[config.mk]
export PLATFORM = sky130hd
export DESIGN_NAME = mem_stage_ctrl
export DESIGN_NICKNAME = d
export VERILOG_FILES = /design/src/rtl/mem_stage_ctrl.sv
export SDC_FILE = /design/constraint.sdc
export NUM_CORES = 1
export LEC_CHECK = 0
export ABC_AREA = 1
export CORE_ASPECT_RATIO = 0.8
export CORE_MARGIN = 4
export CORE_UTILIZATION = 38
export DETAILED_ROUTE_END_ITERATION = 8
export PLACE_DENSITY = 0.83
export SLEW_MARGIN = 5
export SYNTH_ARGS = -nofsm -noshare
export SYNTH_HDL_FRONTEND = slang
export SYNTH_SLANG_ARGS = --single-unit
[constraint.sdc]
create_clock -name clk -period 1.55 [get_ports clk]
set_clock_uncertainty 0.2 [all_clocks]
set_input_delay 0.31 -clock clk [delete_from_list [all_inputs] [get_ports clk]]
set_output_delay 0.31 -clock clk [all_outputs]
set_load 0.01 [all_outputs]
[src/rtl/mem_stage_ctrl.sv]
// -----------------------------------------------------------------------------
// mem_stage_ctrl
//   Memory stage of the 5-stage MIPS pipeline, between EX/MEM and PipeMtoW.
//   Issues loads/stores on a variable-latency req/ack data bus, builds byte
//   enables and lane-replicated store data, formats load data (byte/half/word,
//   signed/unsigned), and stalls the pipeline until the access completes.
//
// Parameters
//   TIMEOUT     cycles spent in REQ without mem_ack before the access is
//               aborted with a bus error (1..65535)
//
// Ports
//   clk, reset                  clock, synchronous active-high reset
//   validM                      instruction present (0 = bubble)
//   ALUOutMi/WriteDataM         effective address / store data
//   WriteRegMi/RegWriteMi       destination register / write enable
//   MemtoRegMi/MemWriteM        load / store flags
//   MemSizeM/MemSignedM         access size (00 b, 01 h, 1x w) / load sign
//   mem_req/mem_we/mem_addr/
//   mem_be/mem_wdata            data-memory request side (req/we/be/wdata
//                               registered)
//   mem_ack/mem_rdata           one-cycle completion pulse with read data
//   ALUOutM/ReadDataM/WriteRegM/
//   RegWriteM/MemtoRegM         values handed to PipeMtoW
//   StallM                      hold F/D/E/M and clear PipeMtoW
//   misalignM                   pulse: misaligned access, no bus request
//   bus_errM                    high in the DONE cycle of a timed-out access
// -----------------------------------------------------------------------------
module mem_stage_ctrl #(
  parameter int TIMEOUT = 255
) (
  input  logic        clk,
  input  logic        reset,
  input  logic        validM,
  input  logic [31:0] ALUOutMi,
  input  logic [31:0] WriteDataM,
  input  logic [4:0]  WriteRegMi,
  input  logic        RegWriteMi,
  input  logic        MemtoRegMi,
  input  logic        MemWriteM,
  input  logic [1:0]  MemSizeM,
  input  logic        MemSignedM,
  output logic        mem_req,
  output logic        mem_we,
  output logic [31:0] mem_addr,
  output logic [3:0]  mem_be,
  output logic [31:0] mem_wdata,
  input  logic        mem_ack,
  input  logic [31:0] mem_rdata,
  output logic [31:0] ALUOutM,
  output logic [31:0] ReadDataM,
  output logic [4:0]  WriteRegM,
  output logic        RegWriteM,
  output logic        MemtoRegM,
  output logic        StallM,
  output logic        misalignM,
  output logic        bus_errM
);

  typedef enum logic [1:0] {
    S_IDLE = 2'd0,
    S_REQ  = 2'd1,
    S_DONE = 2'd2
  } state_t;

  localparam logic [15:0] TMO_LAST = 16'(TIMEOUT - 1);

  state_t      state_q, state_d;
  logic        mem_req_q, mem_req_d;
  logic        mem_we_q, mem_we_d;
  logic [3:0]  mem_be_q, mem_be_d;
  logic [31:0] mem_wdata_q, mem_wdata_d;
  logic [31:0] read_data_q, read_data_d;
  logic [15:0] tmo_cnt_q, tmo_cnt_d;
  logic        bus_err_q, bus_err_d;

  // ---------------------------------------------------------------------------
  // Access decode
  // ---------------------------------------------------------------------------
  logic        memop;
  logic        is_byte, is_half, is_word;
  logic        misaligned;
  logic [1:0]  boff;

  assign memop   = validM & (MemtoRegMi | MemWriteM);
  assign boff    = ALUOutMi[1:0];
  assign is_byte = (MemSizeM == 2'b00);
  assign is_half = (MemSizeM == 2'b01);
  assign is_word = MemSizeM[1];  // 11 behaves as word

  assign misaligned = (is_half & boff[0]) | (is_word & (boff != 2'b00));

  // Per-lane decode of the byte offset and read-data lane split.
  logic [3:0] lane_sel;
  logic [7:0] rd_lane [4];

  for (genvar gi = 0; gi < 4; gi++) begin : g_lane
    assign lane_sel[gi] = (boff == 2'(gi));
    assign rd_lane[gi]  = mem_rdata[8*gi +: 8];
  end

  logic [3:0]  be_calc;
  logic [31:0] wdata_calc;
  logic [7:0]  rd_byte;
  logic [15:0] rd_half;
  logic [31:0] load_fmt;

  always_comb begin
    be_calc    = 4'b1111;
    wdata_calc = WriteDataM;
    if (is_byte) begin
      be_calc    = lane_sel;
      wdata_calc = {4{WriteDataM[7:0]}};
    end else if (is_half) begin
      be_calc    = boff[1] ? 4'b1100 : 4'b0011;
      wdata_calc = {2{WriteDataM[15:0]}};
    end
  end

  always_comb begin
    rd_byte  = rd_lane[boff];
    rd_half  = boff[1] ? mem_rdata[31:16] : mem_rdata[15:0];
    load_fmt = mem_rdata;
    if (is_byte) begin
      load_fmt = {{24{MemSignedM & rd_byte[7]}}, rd_byte};
    end else if (is_half) begin
      load_fmt = {{16{MemSignedM & rd_half[15]}}, rd_half};
    end
  end

  // ---------------------------------------------------------------------------
  // Control FSM: next state and outputs
  // ---------------------------------------------------------------------------
  always_comb begin
    state_d     = state_q;
    mem_req_d   = mem_req_q;
    mem_we_d    = mem_we_q;
    mem_be_d    = mem_be_q;
    mem_wdata_d = mem_wdata_q;
    read_data_d = read_data_q;
    tmo_cnt_d   = tmo_cnt_q;
    bus_err_d   = 1'b0;
    StallM      = 1'b0;
    misalignM   = 1'b0;

    case (state_q)
      S_IDLE: begin
        tmo_cnt_d = '0;
        if (memop) begin
          if (misaligned) begin
            // Rejected on the spot: no bus traffic, pipeline keeps moving.
            misalignM = 1'b1;
          end else begin
            StallM      = 1'b1;
            state_d     = S_REQ;
            mem_req_d   = 1'b1;
            mem_we_d    = MemWriteM;
            mem_be_d    = be_calc;
            mem_wdata_d = wdata_calc;
          end
        end
      end

      S_REQ: begin
        StallM = 1'b1;
        if (mem_ack) begin
          state_d   = S_DONE;
          mem_req_d = 1'b0;
          mem_we_d  = 1'b0;
          mem_be_d  = 4'b0000;
          if (!MemWriteM) begin
            read_data_d = load_fmt;
          end
        end else if (tmo_cnt_q == TMO_LAST) begin
          state_d   = S_DONE;
          mem_req_d = 1'b0;
          mem_we_d  = 1'b0;
          mem_be_d  = 4'b0000;
          bus_err_d = 1'b1;
          if (!MemWriteM) begin
            read_data_d = '0;
          end
        end else begin
          tmo_cnt_d = tmo_cnt_q + 16'd1;
        end
      end

      // The pipeline advances out of this cycle; the instruction still on the
      // inputs is the one just completed and must not be issued again.
      S_DONE: begin
        state_d = S_IDLE;
      end

      default: begin
        state_d   = S_IDLE;
        mem_req_d = 1'b0;
        mem_we_d  = 1'b0;
        mem_be_d  = 4'b0000;
      end
    endcase
  end

  always_ff @(posedge clk) begin
    if (reset) begin
      state_q     <= S_IDLE;
      mem_req_q   <= 1'b0;
      mem_we_q    <= 1'b0;
      mem_be_q    <= 4'b0000;
      mem_wdata_q <= '0;
      read_data_q <= '0;
      tmo_cnt_q   <= '0;
      bus_err_q   <= 1'b0;
    end else begin
      state_q     <= state_d;
      mem_req_q   <= mem_req_d;
      mem_we_q    <= mem_we_d;
      mem_be_q    <= mem_be_d;
      mem_wdata_q <= mem_wdata_d;
      read_data_q <= read_data_d;
      tmo_cnt_q   <= tmo_cnt_d;
      bus_err_q   <= bus_err_d;
    end
  end

  // ---------------------------------------------------------------------------
  // Outputs
  // ---------------------------------------------------------------------------
  assign mem_req   = mem_req_q;
  assign mem_we    = mem_we_q;
  assign mem_be    = mem_be_q;
  assign mem_wdata = mem_wdata_q;
  assign mem_addr  = {ALUOutMi[31:2], 2'b00};

  assign ALUOutM   = ALUOutMi;
  assign ReadDataM = read_data_q;
  assign WriteRegM = WriteRegMi;
  assign MemtoRegM = MemtoRegMi & validM;
  assign bus_errM  = bus_err_q;
  assign RegWriteM = RegWriteMi & validM & ~(misalignM | bus_errM);

endmodule
==> results of run 1 <==
## cells in the mapped netlist, types with 8 or more instances
library cell,instances,share of area [%]
clkbuf_1,15,1.1
buf_2,14,1.3
o211ai_1,9,1.3
o211a_1,14,2.6
nand4_1,8,0.93
nand2_1,197,14
o21ai_1,11,1.0
nor2_1,104,7.3
a21oi_1,93,8.7
inv_1,55,3.9
buf_4,80,11
o21ai_0,20,1.9
nand3_1,73,6.8
dfxtp_1,89,33
## cell families (layout without fill, tap and decap cells)
group,count (synthesis),after routing,share of synthesized area [%]
AO/OA/AOI/OAI,149,149,15.8
XOR/XNOR,3,3,0.491
adder cells (fa/ha/maj),2,2,0.467
buffers and inverters,172,350,18.2
flip-flops,89,89,33.3
other,1,2,0.0700
AND/OR/NAND/NOR,404,404,31.7
## per-layer routing
| layer | track usage, % | share of wire (%) |
|---|---|---|
| met5 | 0 | 0 |
| met2 | 35.4 | 46 |
| met1 | 29.9 | 40 |
| met4 | 6.20 | 2.8 |
| met3 | 7.81 | 11 |
## cell usage in the layout (no fill, tap or decap), drive strengths merged
cell type      synthesis  final
dlygate4sd2            0     77
ha                     2      2
nand2                203    203
o21ai                 31     31
buf                   95    119
nand3b                 1      1
conb                   1      2
bufinv                 0      1
o211ai                 9      9
xor2                   1      1
a21oi                 94     94
nand4                  8      8
dlymetal6s2s           0      1
clkbuf                15     18
clkdlybuf4s15          0      2
clkinvlp               0      1
o211a                 14     14
clkdlybuf4s50          0     67
a21boi                 1      1
nor3b                  2      2
xnor2                  2      2
nor2                 107    107
nor3                   7      7
clkinv                 0      1
inv                   62     63
dfxtp                 89     89
nand3                 76     76
## timing repair
| action | CTS | global route |
|---|---|---|
| setup buffers | 6 | 18 |
| endpoints found under the hold margin | 0 | 0 |
| resized for setup | 155 | 200 |
| pin swaps | 11 | 54 |
| hold buffers | 0 | 0 |
| setup endpoints to repair | 165 | 94 |
| cloned | 3 | 7 |
## worst max-delay path, delay by kind of cell (launching register included)
| kind | cells | cell delay, ps |
|---|---|---|
| simple gates | 3 | 350 |
| buf+inv | 7 | 820 |
| flops | 1 | 310 |
| compound gates | 1 | 160 |
## final timing paths
kind / from / endpoint / slack (ps) / cells after the start
min: mem_ack / bus_errM / 170 / 2
max reg2reg: state_q[1] / ReadDataM[24] / -380 / 11
min reg2reg: ReadDataM[3] / ReadDataM[3] / 260 / 2
max: state_q[1] / ReadDataM[24] / -380 / 11
## registers in the layout, indices dropped and copies added, names as in the netlist
name	cells
mem_wdata	32
mem_we	1
bus_errM	1
ReadDataM	32
mem_be	4
state_q	2
tmo_cnt_q	16
mem_req	1
## metrics by stage
stage               util, %  cells  setup slack, ps  cell area (um^2)
floorplan                 -    821            -15.5              5390
global placement       52.6   1134            -1030              7200
finish                 63.4   1179             -382              8680
CTS                    56.3   1157             -353              7710
global route           63.4   1179             -408              8680
detailed placement     52.6   1134            -1020              7200
## power by group through the flow
stage / Clock [mW] / Sequential [mW] / Combinational (mW)
3_3_place_gp: 0 / 2.51 / 1.33
4_1_cts: 2.21 / 2.46 / 1.33
5_1_grt: 2.30 / 2.47 / 1.72
2_1_floorplan: 0 / 2.56 / 0.728
6_report: 2.20 / 2.46 / 1.62
3_5_place_dp: 0 / 2.52 / 1.35
## layout make-up
class                   count  area [um^2]  area share, %
well taps                 180          225           2.59
multi-input cells         560         3370           38.8
repair buffers            274         2750           31.6
flip-flops and latches     89         1800           20.7
inverters                  62          262           3.01
clock inverters             4         55.1          0.634
clock buffers              10          229           2.64
==> results_dict.tcl, run 1 <==
set metrics [dict create \
    drtPass1Iterations 5 \
    max_stage_delay_ps 310 \
    grt_pass1_vias 5780 \
    clock_sinks 89 \
    clockPowerShare_pct 35.1 \
    p_leak_nw 3.97 \
    core_um2 13700 \
    synth_warnings 0 \
    area_delta_synth_final_pct 62.2 \
    holdWs_ps 169 \
    synthFlopType "dfxtp_1" \
    worstSetupEndpointType "register" \
    p_int_mw 4.41 \
    worst_slack_ps -382 \
    yosysSeqAreaShare_pct 33.3 \
    clock_latency_ps 340 \
    drc 0 \
    nFillCells 1127 \
    synth-edff-count 0 \
    place_congestion 0.906 \
    drv_slew 0 \
    ys_seq_elements 89 \
    row_count 38 \
    diodes 0 \
    antenna_found_initial 0 \
    grt_pass1_wl_um 29300 \
    setup_viol 91 \
    power_density_nw_per_um2 724 \
    drt_iter0_markers 474 \
    peakVddDrop_mv 0.635 \
    status "complete, but fails checks" \
    hp-class "in -> reg" \
    violations "setup timing" \
    vias 6438 \
    power.total_mw 6.28 \
    rsz0062_at_grt "yes" \
    wl_um 21500 \
    io-pin-count 255 \
    p_switching_mw 1.87 \
    fin_crit_sh_pct 125 \
    yosysUniqueCellTypes 31 \
    clk_path_buf_depth 2 \
    cp_data_arrival_time_ps 2010 \
    grt_max_degree 39 \
    path_class "reg -> reg" \
    grt_remaining_overflow 0 \
    route.antenna.remaining_nets 0 \
    wl_per_cell_um 18.3 \
    layout-drive-gt1-share_pct 31.7 \
    die_h_um 114 \
    finalHoldViolCount 0 \
    cp_slowest_cell "dfxtp_2" \
    portBuffers 152 \
    die-area_um2 16100 \
    drv_cap 0 \
    avgSynthCellArea_um2 6.53 \
    crit_fanout 8 \
    p_comb_share_pct 25.8 \
    hpwlAfterDp_um 13400 \
    cts_tree "yes" \
    initial_core_util_pct 39.1 \
    synthArstFlopShare_pct 0 \
    syn_inst 820 \
    grtUsageTotal_pct 22.6 \
    syn-cell-area_um2 5350 \
    p_seq_share_pct 39.2 \
    crit_required_ps 1630 \
    critPathLaunchType "register" \
    root_buffer "clkbuf_16" \
    htree_levels 3 \
    crit_chain "inv_2 > buf_6 > buf_6 > nand2_8 > buf_8 > nor3_4 > buf_12 > buf_12 > buf_16 > nand3_2 > a21oi_2" \
    numCtsBuffers 9 \
    swShare_pct 29.8 \
    viasPerCell 5.46 \
    nNetsFinal 1109 \
    clk_pin_slew_ps 70 \
    dieWidth_um 141 \
    fin_setup_tns_ps -16100 \
    clock.fmax_mhz 518 \
    period_needed_ps 1930 \
]
(Power assumes the default switching activity.)
==> run 2, diff against run 1 <==
==> constraint.sdc (replaced) <==
create_clock -name clk -period 1.55 [get_ports clk]
set_clock_uncertainty 0.2 [all_clocks]
set_input_delay 0.2325 -clock clk [delete_from_list [all_inputs] [get_ports clk]]
set_output_delay 0.2325 -clock clk [all_outputs]
set_load 0.01 [all_outputs]
==> results_dict.tcl, run 2 (same netlist as run 1, synthesis figures left out) <==
set metrics [dict create \
    status "complete, but fails checks" \
    violations "setup timing" \
    layout_common_cells "nand2_1 (131), nor2_1 (80), dlygate4sd2_1 (80)" \
    p_leak_nw 4.01 \
    relSlewSlack_pct 62.9 \
    critPathLaunchType "register" \
    power_density_nw_per_um2 682 \
    wl_per_cell_um 19.3 \
    peakVddDrop_mv 0.637 \
    r2r_slack_ps -250 \
    dp_cells 1132 \
    drv_slew 0 \
    fin_crit_sh_pct 117 \
    finalHoldViolCount 0 \
    clock_sinks 89 \
    grt_pass1_wl_um 29600 \
    core_um2 13700 \
    clock_latency_ps 340 \
    tightest_slew_ps 556 \
    row_count 38 \
    cts_tree "yes" \
    grt_max_degree 34 \
    worst_slack_ps -261 \
    area_delta_synth_final_pct 69.1 \
    hpwlAfterDp_um 13500 \
    met2_usage_pct 35.2 \
    drc 0 \
    drv_cap 0 \
    grt_busiest_layer "met2" \
    grt_remaining_overflow 0 \
    hp-class "in -> out" \
    place_congestion 0.900 \
    initial_core_util_pct 39.1 \
    antenna_found_initial 0 \
    grtUsageMet1_pct 30.6 \
    cts-hold-fix-buffers 0 \
    clk_path_buf_depth 2 \
    setup_viol 90 \
    crit_fanout 2 \
    dieWidth_um 141 \
    rsz0062_at_grt "yes" \
    period_needed_ps 1810 \
    die-area_um2 16100 \
    power.total_mw 6.18 \
    viasPerCell 5.46 \
    die_h_um 114 \
    portBuffers 152 \
    clock.fmax_mhz 552 \
    path_class "reg -> out" \
    vias 6435 \
    final_cells 1179 \
    grtUsageMet3_pct 8.27 \
    grt_pass1_vias 5620 \
    numCtsBuffers 9 \
    nFillCells 1062 \
    worstSetupEndpointType "output port" \
    root_buffer "clkbuf_16" \
    grtUsageTotal_pct 22.8 \
    io-pin-count 255 \
    clk_pin_slew_ps 70 \
    layout-drive-gt1-share_pct 36.8 \
    htree_levels 3 \
    drtPass1Iterations 6 \
    multiInputGateArea_um2 3800 \
    drt_iter0_markers 423 \
    holdWs_ps 265 \
    nNetsFinal 1107 \
    crit_required_ps 1120 \
    wl_um 22800 \
    cp_data_arrival_time_ps 1380 \
    final_common_cell "nand2_1" \
    route.antenna.remaining_nets 0 \
    diodes 0 \
    regArea_um2 1800 \
]
[run 2: path summary, 6_finish.rpt]
| check | end | cells past startpoint | startpoint |
|---|---|---|---|
| setup / recovery | StallM | 7 | state_q[0] |
| hold / removal | WriteRegM[1] | 0 | WriteRegMi[1] |
| setup reg to reg | ReadDataM[7] | 11 | tmo_cnt_q[0] |
| hold reg to reg | ReadDataM[3] | 2 | ReadDataM[3] |
[run 2: power breakdown]
group	leakage, nW	total [mW]	switching [mW]	internal [mW]
clock	0.136	2.11	1.01	1.10
sequential	0.731	2.46	0.0664	2.40
combinational	3.14	1.60	0.869	0.735
[run 2: critical path, stage by stage (launching register included)]
cell     delay (ps)
dfxtp_2         340
inv_2            70
nand2_2          60
a21oi_2         150
buf_4           140
nand3_2          80
nand2_2          90
buf_6           100
[run 2: area by class of cell]
cell class                      count  area share (%)
Sequential cell                    89            19.9
Tap cell                          180            2.49
Multi-Input combinational cell    560            41.9
Timing Repair Buffer              272            29.9
Clock inverter                      7           0.580
Inverter                           62            2.71
Clock buffer                        9            2.49
[run 2: metal layers]
metal | routed length [um] | up-vias
met3 | 2350 | 90
met4 | 789 | 0
met1 | 8650 | 3013
li1 | - | 2947
met5 | 0 | -
met2 | 11000 | 385
[run 2: timing repair]
| item | in CTS | in global routing |
|---|---|---|
| endpoints found under the setup margin | 165 | 92 |
| setup buffers | 9 | 17 |
| gates resized for setup | 185 | 246 |
| cloned | 3 | 5 |
| pin swaps | 17 | 84 |
[run 2: metrics by stage]
stage / instance area [um^2] / worst slack, ps / util, % / TNS (ps)
finish: 9050 / -261 / 66.1 / -16340
floorplan: 5370 / -3.11 / - / -93.2
CTS: 7850 / -222 / 57.3 / -12180
global placement: 7200 / -837 / 52.6 / -46170
detailed placement: 7200 / -882 / 52.6 / -48260
global route: 9050 / -316 / 66.1 / -21760
